--- config.mk ---
export PLATFORM = sky130hd
export DESIGN_NAME = pipe_io_display
export DESIGN_NICKNAME = d
export VERILOG_FILES = /design/src/rtl/pipe_io_display_pkg.sv /design/src/rtl/pipe_io_display_seg7_decode.sv /design/src/rtl/pipe_io_display.sv
export SDC_FILE = /design/constraint.sdc
export NUM_CORES = 1
export LEC_CHECK = 0
export BUFFER_PORTS_ARGS = -buffer_cell sky130_fd_sc_hd__buf_2
export CAP_MARGIN = 30
export CORE_UTILIZATION = 50
export CTS_BUF_LIST = sky130_fd_sc_hd__clkbuf_16
export CTS_CLUSTER_DIAMETER = 200
export DETAILED_ROUTE_END_ITERATION = 8
export PLACE_DENSITY_LB_ADDON = 0.15
export SETUP_SLACK_MARGIN = 0.4
export SLEW_MARGIN = 20
export SYNTH_ARGS = -nofsm -noshare
export SYNTH_HDL_FRONTEND = slang
export SYNTH_SLANG_ARGS = --single-unit
--- constraint.sdc ---
create_clock -name clock -period 5.8 [get_ports clock]
set_clock_uncertainty 0.15 [all_clocks]
set_input_delay 0.29 -clock clock [delete_from_list [all_inputs] [get_ports clock]]
set_output_delay 0.29 -clock clock [all_outputs]
set_load 0.1 [all_outputs]
--- src/rtl/pipe_io_display_pkg.sv ---
// pipe_io_display_pkg: shared constants for the I/O-port display (digit count, active-low glyphs).
// Revision: 1.0
`default_nettype none

package pipe_io_display_pkg;

  localparam int NUM_DIGITS = 8;
  localparam logic [6:0] BLANK = 7'h7F;
  localparam logic [7:0] DIGIT_OFF = 8'hFF;

  // Active-low {g,f,e,d,c,b,a}, entry 15 first: F E d C b A 9 8 7 6 5 4 3 2 1 0
  localparam logic [15:0][6:0] GLYPHS = {
    7'h0E, 7'h06, 7'h21, 7'h46, 7'h03, 7'h08, 7'h10, 7'h00,
    7'h78, 7'h02, 7'h12, 7'h19, 7'h30, 7'h24, 7'h79, 7'h40
  };

  typedef logic [$clog2(NUM_DIGITS)-1:0] digit_idx_t;

endpackage

`default_nettype wire

--- src/rtl/pipe_io_display_seg7_decode.sv ---
// seg7_decode: combinational hex nibble to active-low 7-segment glyph.
// Revision: 1.0
`default_nettype none

module seg7_decode
  import pipe_io_display_pkg::*;
(
  input  wire logic [3:0] hex,
  output logic      [6:0] glyph
);

  always_comb begin
    glyph = GLYPHS[hex];
  end

endmodule

`default_nettype wire

--- src/rtl/pipe_io_display.sv ---
// pipe_io_display: scans two 32-bit CPU output words onto an 8-digit display, debounced page button.
// Revision: 1.0
`default_nettype none

module pipe_io_display
  import pipe_io_display_pkg::*;
#(
  parameter int SCAN_DIV   = 50000,
  parameter int DEB_CYCLES = 500000
) (
  input  wire logic        clock,
  input  wire logic        resetn,
  input  wire logic [31:0] out_port0,
  input  wire logic [31:0] out_port1,
  input  wire logic        page_btn,
  input  wire logic        blank_lz,
  output logic      [7:0]  an,
  output logic      [6:0]  seg,
  output logic             dp,
  output logic             page
);

  localparam int DIV_W = (SCAN_DIV > 1) ? $clog2(SCAN_DIV) : 1;
  localparam int CNT_W = $clog2(DEB_CYCLES + 1);

  logic [DIV_W-1:0] div;
  digit_idx_t       idx;
  logic [31:0]      shadow0;
  logic [31:0]      shadow1;
  logic             shadow_page;
  logic             sync1;
  logic             sync2;
  logic             deb_level;
  logic [CNT_W-1:0] deb_cnt;

  logic             tick;
  logic [31:0]      cur_word;
  logic             cur_page;
  logic [3:0]       nibble;
  logic [6:0]       glyph;
  logic             blank;

  // At the frame-start slot the shadows load on this same edge, so bypass them.
  always_comb begin
    tick     = (div == DIV_W'(SCAN_DIV - 1));
    cur_page = (idx == '0) ? page : shadow_page;
    if (idx == '0) begin
      cur_word = page ? out_port1 : out_port0;
    end else begin
      cur_word = shadow_page ? shadow1 : shadow0;
    end
    nibble = cur_word[{idx, 2'b00} +: 4];
    blank  = blank_lz && (idx != '0) && ((cur_word >> {idx, 2'b00}) == 32'd0);
  end

  seg7_decode u_decode (
    .hex   (nibble),
    .glyph (glyph)
  );

  always_ff @(posedge clock or negedge resetn) begin
    if (!resetn) begin
      div         <= '0;
      idx         <= '0;
      shadow0     <= '0;
      shadow1     <= '0;
      shadow_page <= 1'b0;
      an          <= DIGIT_OFF;
      seg         <= BLANK;
      dp          <= 1'b1;
    end else begin
      div <= tick ? '0 : div + 1'b1;
      if (tick) begin
        idx <= idx + 1'b1;
        if (idx == '0) begin
          shadow0     <= out_port0;
          shadow1     <= out_port1;
          shadow_page <= page;
        end
        an  <= blank ? DIGIT_OFF : ~(8'b1 << idx);
        seg <= blank ? BLANK : glyph;
        dp  <= ~((idx == '0) && cur_page);
      end
    end
  end

  // Any sample equal to the accepted level is a bounce and restarts the count.
  always_ff @(posedge clock or negedge resetn) begin
    if (!resetn) begin
      sync1     <= 1'b0;
      sync2     <= 1'b0;
      deb_level <= 1'b0;
      deb_cnt   <= '0;
      page      <= 1'b0;
    end else begin
      sync1 <= page_btn;
      sync2 <= sync1;
      if (sync2 == deb_level) begin
        deb_cnt <= '0;
      end else if (deb_cnt == CNT_W'(DEB_CYCLES - 1)) begin
        deb_cnt   <= '0;
        deb_level <= sync2;
        if (sync2) begin
          page <= ~page;
        end
      end else begin
        deb_cnt <= deb_cnt + 1'b1;
      end
    end
  end

endmodule

`default_nettype wire

==> flow_metrics.py, run 1 <==
metrics = {
    "grt": {
        "grt_max_degree": 67,
        "grt_pass1_vias": 6128,
        "gr-total-overflow": 0,
        "gr-usage-all-layers_pct": 26.7,
        "grt_pass1_wl_mm": 30.8,
        "grt_antenna_before_repair": 0,
    },
    "drt": {
        "drcViolationCount": 0,
        "num_vias": 5984,
        "wirelength_mm": 18.8,
        "avgViaCountPerCell": 5.93,
        "first_pass_iters": 9,
        "post_drt_wl_per_cell_um": 18.6,
        "drtAntennaViolNets": 0,
        "drt_iter0_drc": 458,
    },
    "timing": {
        "relSlewSlack_pct": 42.2,
        "maxSlewViolCount": 0,
        "fin_crit_sh_pct": 82.2,
        "period_needed_ns": 4.77,
        "setup_violations": 0,
        "worst_slew_pin_slew_ns": 0.867,
        "rsz0062_at_grt": "no",
        "totalNegativeSetupSlack_ns": 0,
        "hold_viol": 0,
        "timing.fmax_ghz": 0.210,
    },
    "finish": {
        "mostFrequentLayoutCell": "dfrtp_1",
        "layout_common_cells": "105 x dfrtp_1, 84 x buf_2, 82 x mux2_2",
        "drive_gt1_share_pct": 30.8,
        "area_growth_pct": 23.8,
        "instances_no_fill": 1009,
        "nets": 899,
        "antenna_cells": 0,
    },
    "worst_setup_path": {
        "critPathLaunch": "idx[1]",
        "crit_arrival_ns": 4.98,
        "end_kind": "register",
        "required_ns": 6.01,
        "r2r_start": "idx[1]",
        "crit_type": "register to register",
        "crit_path_start_kind": "register",
        "critPathMaxFanout": 19,
    },
    "logic_synthesis": {
        "ys_async_sr_fraction_pct": 100,
        "synth.avg_cell_area_sq_um": 10.6,
        "synth_cell_types": 71,
        "ys.flop_type": "dfrtp_1",
        "yosysWarningCount": 0,
        "netlist_area_sq_um": 7280,
        "ys_ff_latch": 123,
        "ys_seq_area_share_pct": 42.6,
        "synth_cells": 685,
        "synthesis.nets": 768,
        "synth_edf_count": 0,
    },
    "die": {
        "dieHeight_um": 123,
        "die_area_sq_um": 15000,
        "die_x_um": 123,
        "core_sq_um": 14000,
        "std_cell_rows": 43,
        "ioPinCount": 85,
        "start_util_pct": 51.8,
    },
    "min_path": {
        "hp-start": "out_port1[30]",
        "hp-class": "input pin to register",
    },
    "placed_design": {
        "place_inst": 918,
        "post-dp-hpwl_mm": 12.9,
        "globalplace.congestion": 0.920,
        "io_buffers": 84,
    },
    "clock_network": {
        "cts_root_buf": "clkbuf_16",
        "cts_resized": 0,
        "htreeDepth": 4,
        "clock_sink_count": 123,
        "clk_latency_ns": 0.42,
        "cts_inserted_buffers": 17,
        "clk_pin_slew_ns": 0.06,
        "clock_path_buffers": 2,
        "cts_tree": "yes",
    },
    "pwr": {
        "power_mw": 2.08,
        "p_per_area_nw_per_um2": 231,
        "irDropWorstVdd_uv": 262,
        "leakagePower_nw": 3.98,
    },
    "flow_run": {
        "max_cap_violations": 0,
    },
    "outcome": {
        "outcome": "completed",
    },
}
-- flip-flops by register name (all words and copies together), names as in the netlist --
| register | cells |
|---|---|
| shadow0 | 32 |
| shadow1 | 32 |
| deb_cnt | 19 |
| div | 16 |
| an | 8 |
| seg | 7 |
| idx | 3 |
| deb_level | 1 |
| dp | 1 |
| page | 1 |
| shadow_page | 1 |
| sync1 | 1 |
| sync2 | 1 |
-- worst max-delay path, cell delays in order (launching register included) --
cell,delay [ns]
dfrtp_1,0.65
clkinv_1,0.12
buf_4,0.20
ha_1,0.30
or2b_1,0.73
buf_4,0.32
nand2_1,0.13
o211a_1,0.26
mux4_2,0.57
or3_1,0.41
nor4_1,0.28
o2111a_2,0.39
o22a_2,0.19
-- path summary, 6_finish.rpt --
check,cells past startpoint,slack (ns),endpoint
worst max-delay path,12,1.03,seg[6]
worst min-delay path,2,0.008,shadow1[30]
worst max register to register,12,1.03,seg[6]
worst min register to register,0,0.21,sync2
max in group asynchronous,3,3.88,page
min in group asynchronous,2,0.35,shadow1[29]
-- cell families after synthesis --
logic type	synth area share, %
adder cells (fa/ha/maj)	2.72
AND/OR/NAND/NOR	14.7
AO/OA/AOI/OAI	10.3
multiplexers	22.8
XOR/XNOR	3.49
flip-flops	42.6
buffers and inverters	3.42
-- report_power, final --
part / total [mW] / internal (mW) / leakage (nW) / switching [mW]
clock: 1.07 / 0.674 / 0.286 / 0.396
sequential: 0.864 / 0.862 / 1.64 / 0.00214
combinational: 0.149 / 0.0722 / 2.06 / 0.0768
total: 2.08 / 1.61 / 3.98 / 0.475
-- synth_stat cells (3+ instances only) --
cell type,instances,area [sq um]
o22a_2,10,100
nand4_1,5,31.3
xnor2_1,10,87.6
a31oi_1,4,25.0
nor2b_1,4,25.0
nand3_1,37,185
nand2b_1,3,18.8
dfrtp_1,107,2680
and2_1,3,18.8
mux2_2,82,923
dfstp_2,16,420
xor2_1,19,166
nor4_1,6,37.5
nor3_1,30,150
a211oi_1,14,105
buf_2,8,40.0
mux4_2,9,203
a2111oi_0,5,43.8
inv_1,12,45.0
o21ai_0,12,60.1
a221oi_1,3,26.3
nand2_1,37,139
a22oi_1,6,45.0
a21oi_1,14,70.1
clkbuf_1,24,90.1
mux2i_1,53,531
and3_1,13,81.3
o211ai_1,3,22.5
buf_1,4,15.0
buf_4,4,30.0
ha_1,15,188
or3_1,4,25.0
o2111ai_1,4,35.0
nor2_1,59,221
o211a_1,3,30.0
-- per-layer routing --
| layer | vias to the layer above | global-route usage (%) | share of wire [%] |
|---|---|---|---|
| met2 | 215 | 43.8 | 49 |
| li1 | 2794 | - | - |
| met5 | - | 0 | 0 |
| met3 | 40 | 5.76 | 5.4 |
| met1 | 2935 | 34.7 | 44 |
| met4 | 0 | 9.30 | 1.7 |
-- layout make-up --
| cell class | count | area [sq um] |
|---|---|---|
| Fill cell | 1106 | 5030 |
| Multi-Input combinational cell | 506 | 3940 |
| Sequential cell | 123 | 3100 |
| Timing Repair Buffer | 155 | 1100 |
| Clock buffer | 17 | 425 |
| Tap cell | 180 | 225 |
| Clock inverter | 15 | 175 |
| Inverter | 13 | 48.8 |
-- through the flow --
| step | utilization (%) | setup slack [ns] | area [sq um] | hold WS (ns) |
|---|---|---|---|---|
| 3_5_place_dp | 55.7 | 0.912 | 7830 | 0.189 |
| 3_3_place_gp | 55.7 | 1.05 | 7830 | 0.186 |
| 4_1_cts | 64.1 | 0.866 | 9010 | 0.0000669 |
| 2_1_floorplan | - | 1.14 | 7280 | -0.156 |
| 5_1_grt | 64.2 | 0.679 | 9010 | 0.00718 |
| 6_report | 64.2 | 1.03 | 9010 | 0.00825 |
-- timing repair --
| item | CTS | global route |
|---|---|---|
| hold buffers | 58 | 0 |
| buffers inserted | 0 | 0 |
| setup endpoints to repair | 0 | 0 |
| endpoints found under the hold margin | 106 | 0 |
Power figures use the tool's default switching activity.
==> run 2: changes to the inputs <==
--- a/config.mk
+++ b/config.mk
@@ -5,6 +5,7 @@
 export SDC_FILE = /design/constraint.sdc
 export NUM_CORES = 1
 export LEC_CHECK = 0
+export ABC_AREA = 1
 export BUFFER_PORTS_ARGS = -buffer_cell sky130_fd_sc_hd__buf_2
 export CAP_MARGIN = 30
 export CORE_UTILIZATION = 50
==> constraint.sdc (replaced) <==
create_clock -name clock -period 4.7 [get_ports clock]
set_clock_uncertainty 0.15 [all_clocks]
set_input_delay 0.235 -clock clock [delete_from_list [all_inputs] [get_ports clock]]
set_output_delay 0.235 -clock clock [all_outputs]
set_load 0.1 [all_outputs]
==> run 2 against run 1 <==
Against the previous run:
- synthesized cell count increased by 56%
- wire length increased by 9.3%
- total power increased by 25%
- clock power increased by 26%
- maximum frequency increased by 33%
- flip-flop and latch count unchanged
- cell count increased by 39%
- largest power group unchanged
- utilization decreased by 0.71 points
==> flow_metrics.py, run 2 <==
metrics = {
    "outcome": {
        "outcome": "completed",
    },
    "finish": {
        "mostFrequentLayoutCell": "nand2_1",
        "instances_no_fill": 1399,
        "antenna_cells": 0,
        "nets": 1285,
        "drive_gt1_share_pct": 14.5,
        "fillers": 1326,
        "layout_common_cells": "461 x nand2_1, 146 x nand3_1, 107 x dfrtp_1",
        "regArea_sq_um": 3100,
        "top_regs": "shadow0: 32 flops, shadow1: 32 flops, deb_cnt: 19 flops",
        "multi_input_area_sq_um": 3850,
        "area_growth_pct": 23.4,
    },
    "logic_synthesis": {
        "ys.flop_type": "dfrtp_1",
        "synth.avg_cell_area_sq_um": 6.98,
        "synth_top_area_share_pct": 35.8,
        "yosysTopAreaCell": "dfrtp_1",
        "synthTopCellsByArea": "dfrtp_1 36%, nand2_1 23%, nand3_1 9.8%",
        "synth_common_cells": "461 x nand2_1, 146 x nand3_1, 107 x dfrtp_1",
        "synth_edf_count": 0,
        "yosysWarningCount": 0,
        "ys_async_sr_fraction_pct": 100,
        "synthesis.nets": 1154,
        "ys_seq_area_share_pct": 41.5,
        "yosysMostFrequentCell": "nand2_1",
        "synth_cells": 1071,
        "netlist_area_sq_um": 7470,
        "ys_ff_latch": 123,
        "synth_cell_types": 36,
    },
    "drt": {
        "post_drt_wl_per_cell_um": 14.7,
        "drtAntennaViolNets": 0,
        "num_vias": 7263,
        "drt_iter0_drc": 577,
        "first_pass_iters": 6,
        "wirelength_mm": 20.5,
        "avgViaCountPerCell": 5.19,
        "drcViolationCount": 0,
    },
    "worst_setup_path": {
        "critPathLaunch": "idx[0]",
        "crit_family": "simple AND/OR/NAND/NOR gates",
        "r2r_start": "idx[0]",
        "crit_slowest_cell": "nor2_8",
        "crit_arrival_ns": 3.78,
        "crit_chain": "inv_1 > ha_1 > inv_2 > nor2_8 > nand3_1 > nand3_1 > nand3_1 > nand2_1 > nand2_1 > nand2_1 > ha_1 > nand2_1 > nor2_1 > o21ai_1 > a21oi_1 > nand2_1 > nor2_2 > nand2_2 > inv_2 > nand2_2 > a21oi_1",
        "end_kind": "register",
        "crit_type": "register to register",
        "path_buf_inv": 3,
        "crit_top_cell": "nand2_1",
        "critPathMaxFanout": 32,
        "crit_path_start_kind": "register",
        "required_ns": 4.90,
        "max_stage_delay_ns": 0.38,
    },
    "clock_network": {
        "cts_tree": "yes",
        "clk_latency_ns": 0.43,
        "post_cts_buffers": 0,
        "clk_pin_slew_ns": 0.06,
        "htreeDepth": 4,
        "cts_root_buf": "clkbuf_16",
        "clock_sink_count": 123,
        "clock_path_buffers": 2,
        "cts_inserted_buffers": 17,
    },
    "timing": {
        "fin_hold_ws_ns": 0.190,
        "period_needed_ns": 3.58,
        "maxSlewViolCount": 0,
        "timing.fmax_ghz": 0.279,
        "setup_violations": 0,
        "worst_slew_pin_slew_ns": 0.801,
        "relSlewSlack_pct": 46.6,
        "hold_viol": 0,
        "rsz0062_at_grt": "no",
        "fin_crit_sh_pct": 76.2,
        "totalNegativeSetupSlack_ns": 0,
    },
    "placed_design": {
        "post-dp-hpwl_mm": 13.4,
        "io_buffers": 84,
        "place_inst": 1300,
        "globalplace.congestion": 0.890,
    },
    "die": {
        "die_x_um": 124,
        "dieHeight_um": 124,
        "std_cell_rows": 44,
        "ioPinCount": 85,
        "die_area_sq_um": 15400,
        "start_util_pct": 51.4,
        "core_sq_um": 14500,
    },
    "grt": {
        "grt_antenna_before_repair": 0,
        "grt_max_degree": 79,
        "grt_pass1_wl_mm": 34.6,
        "gr-usage-all-layers_pct": 27.7,
        "grt_pass1_vias": 6929,
        "gr-total-overflow": 0,
    },
    "pwr": {
        "leakagePower_nw": 4.57,
        "p_per_area_nw_per_um2": 281,
        "irDropWorstVdd_uv": 238,
    },
    "flow_run": {
        "max_cap_violations": 0,
    },
    "min_path": {
        "hp-class": "input pin to async pin",
    },
}
-- run 2: path summary, 6_finish.rpt --
path	endpoint	slack (ns)	depth (start not counted)
min in group clock	sync2	0.22	0
max	seg[6]	1.12	21
max reg2reg	seg[6]	1.12	21
min	shadow1[23]	0.19	2
min reg2reg	sync2	0.22	0
max in group asynchronous	seg[1]	3.23	3
-- run 2: metrics by stage --
step           total power [mW]  area, sq um  util [%]  worst slack, ns
5_1_grt                    2.68         9230      63.5            0.754
4_1_cts                    2.61         9210      63.3             1.12
2_1_floorplan              1.15         7470         -             1.22
3_5_place_dp               1.23         7950      54.7             1.14
3_3_place_gp               1.23         7950      54.7             1.25
6_report                   2.60         9230      63.5             1.12
-- run 2: logic make-up after synthesis --
logic type,share of synthesized area (%)
fa+ha+maj,2.51
flops,41.5
xor+xnor,0.703
buf+inv,7.18
simple gates,41.7
compound gates,6.43
-- run 2: what timing repair did --
item / in CTS / in global routing
setup endpoints to repair: 0 / 0
hold endpoints to repair: 101 / 0
hold buffers: 66 / 0
gates resized for setup: 0 / 0
-- run 2: layer usage --
layer	track usage [%]	vias to the layer above	wire, um
met5	0	-	0
met4	9.07	0	270
met3	5.20	20	1070
met2	44.2	230	9580
met1	38.0	3338	9580
li1	-	3675	-
-- run 2: cell type report --
| class | count | share of cell area (%) |
|---|---|---|
| clock buffer | 17 | 4.61 |
| clock inverter | 15 | 1.87 |
| inverter | 73 | 2.97 |
| multi-input combinational | 826 | 41.7 |
| sequential | 123 | 33.6 |
| tap | 184 | 2.50 |
| timing repair buffer | 161 | 12.8 |
-- run 2: where the power goes --
| part | switching (mW) | leakage (nW) | internal [mW] | total, mW |
|---|---|---|---|---|
| Clock | 0.514 | 0.287 | 0.832 | 1.35 |
| Combinational | 0.101 | 2.97 | 0.0848 | 0.186 |
| Sequential | 0.00190 | 1.31 | 1.06 | 1.06 |
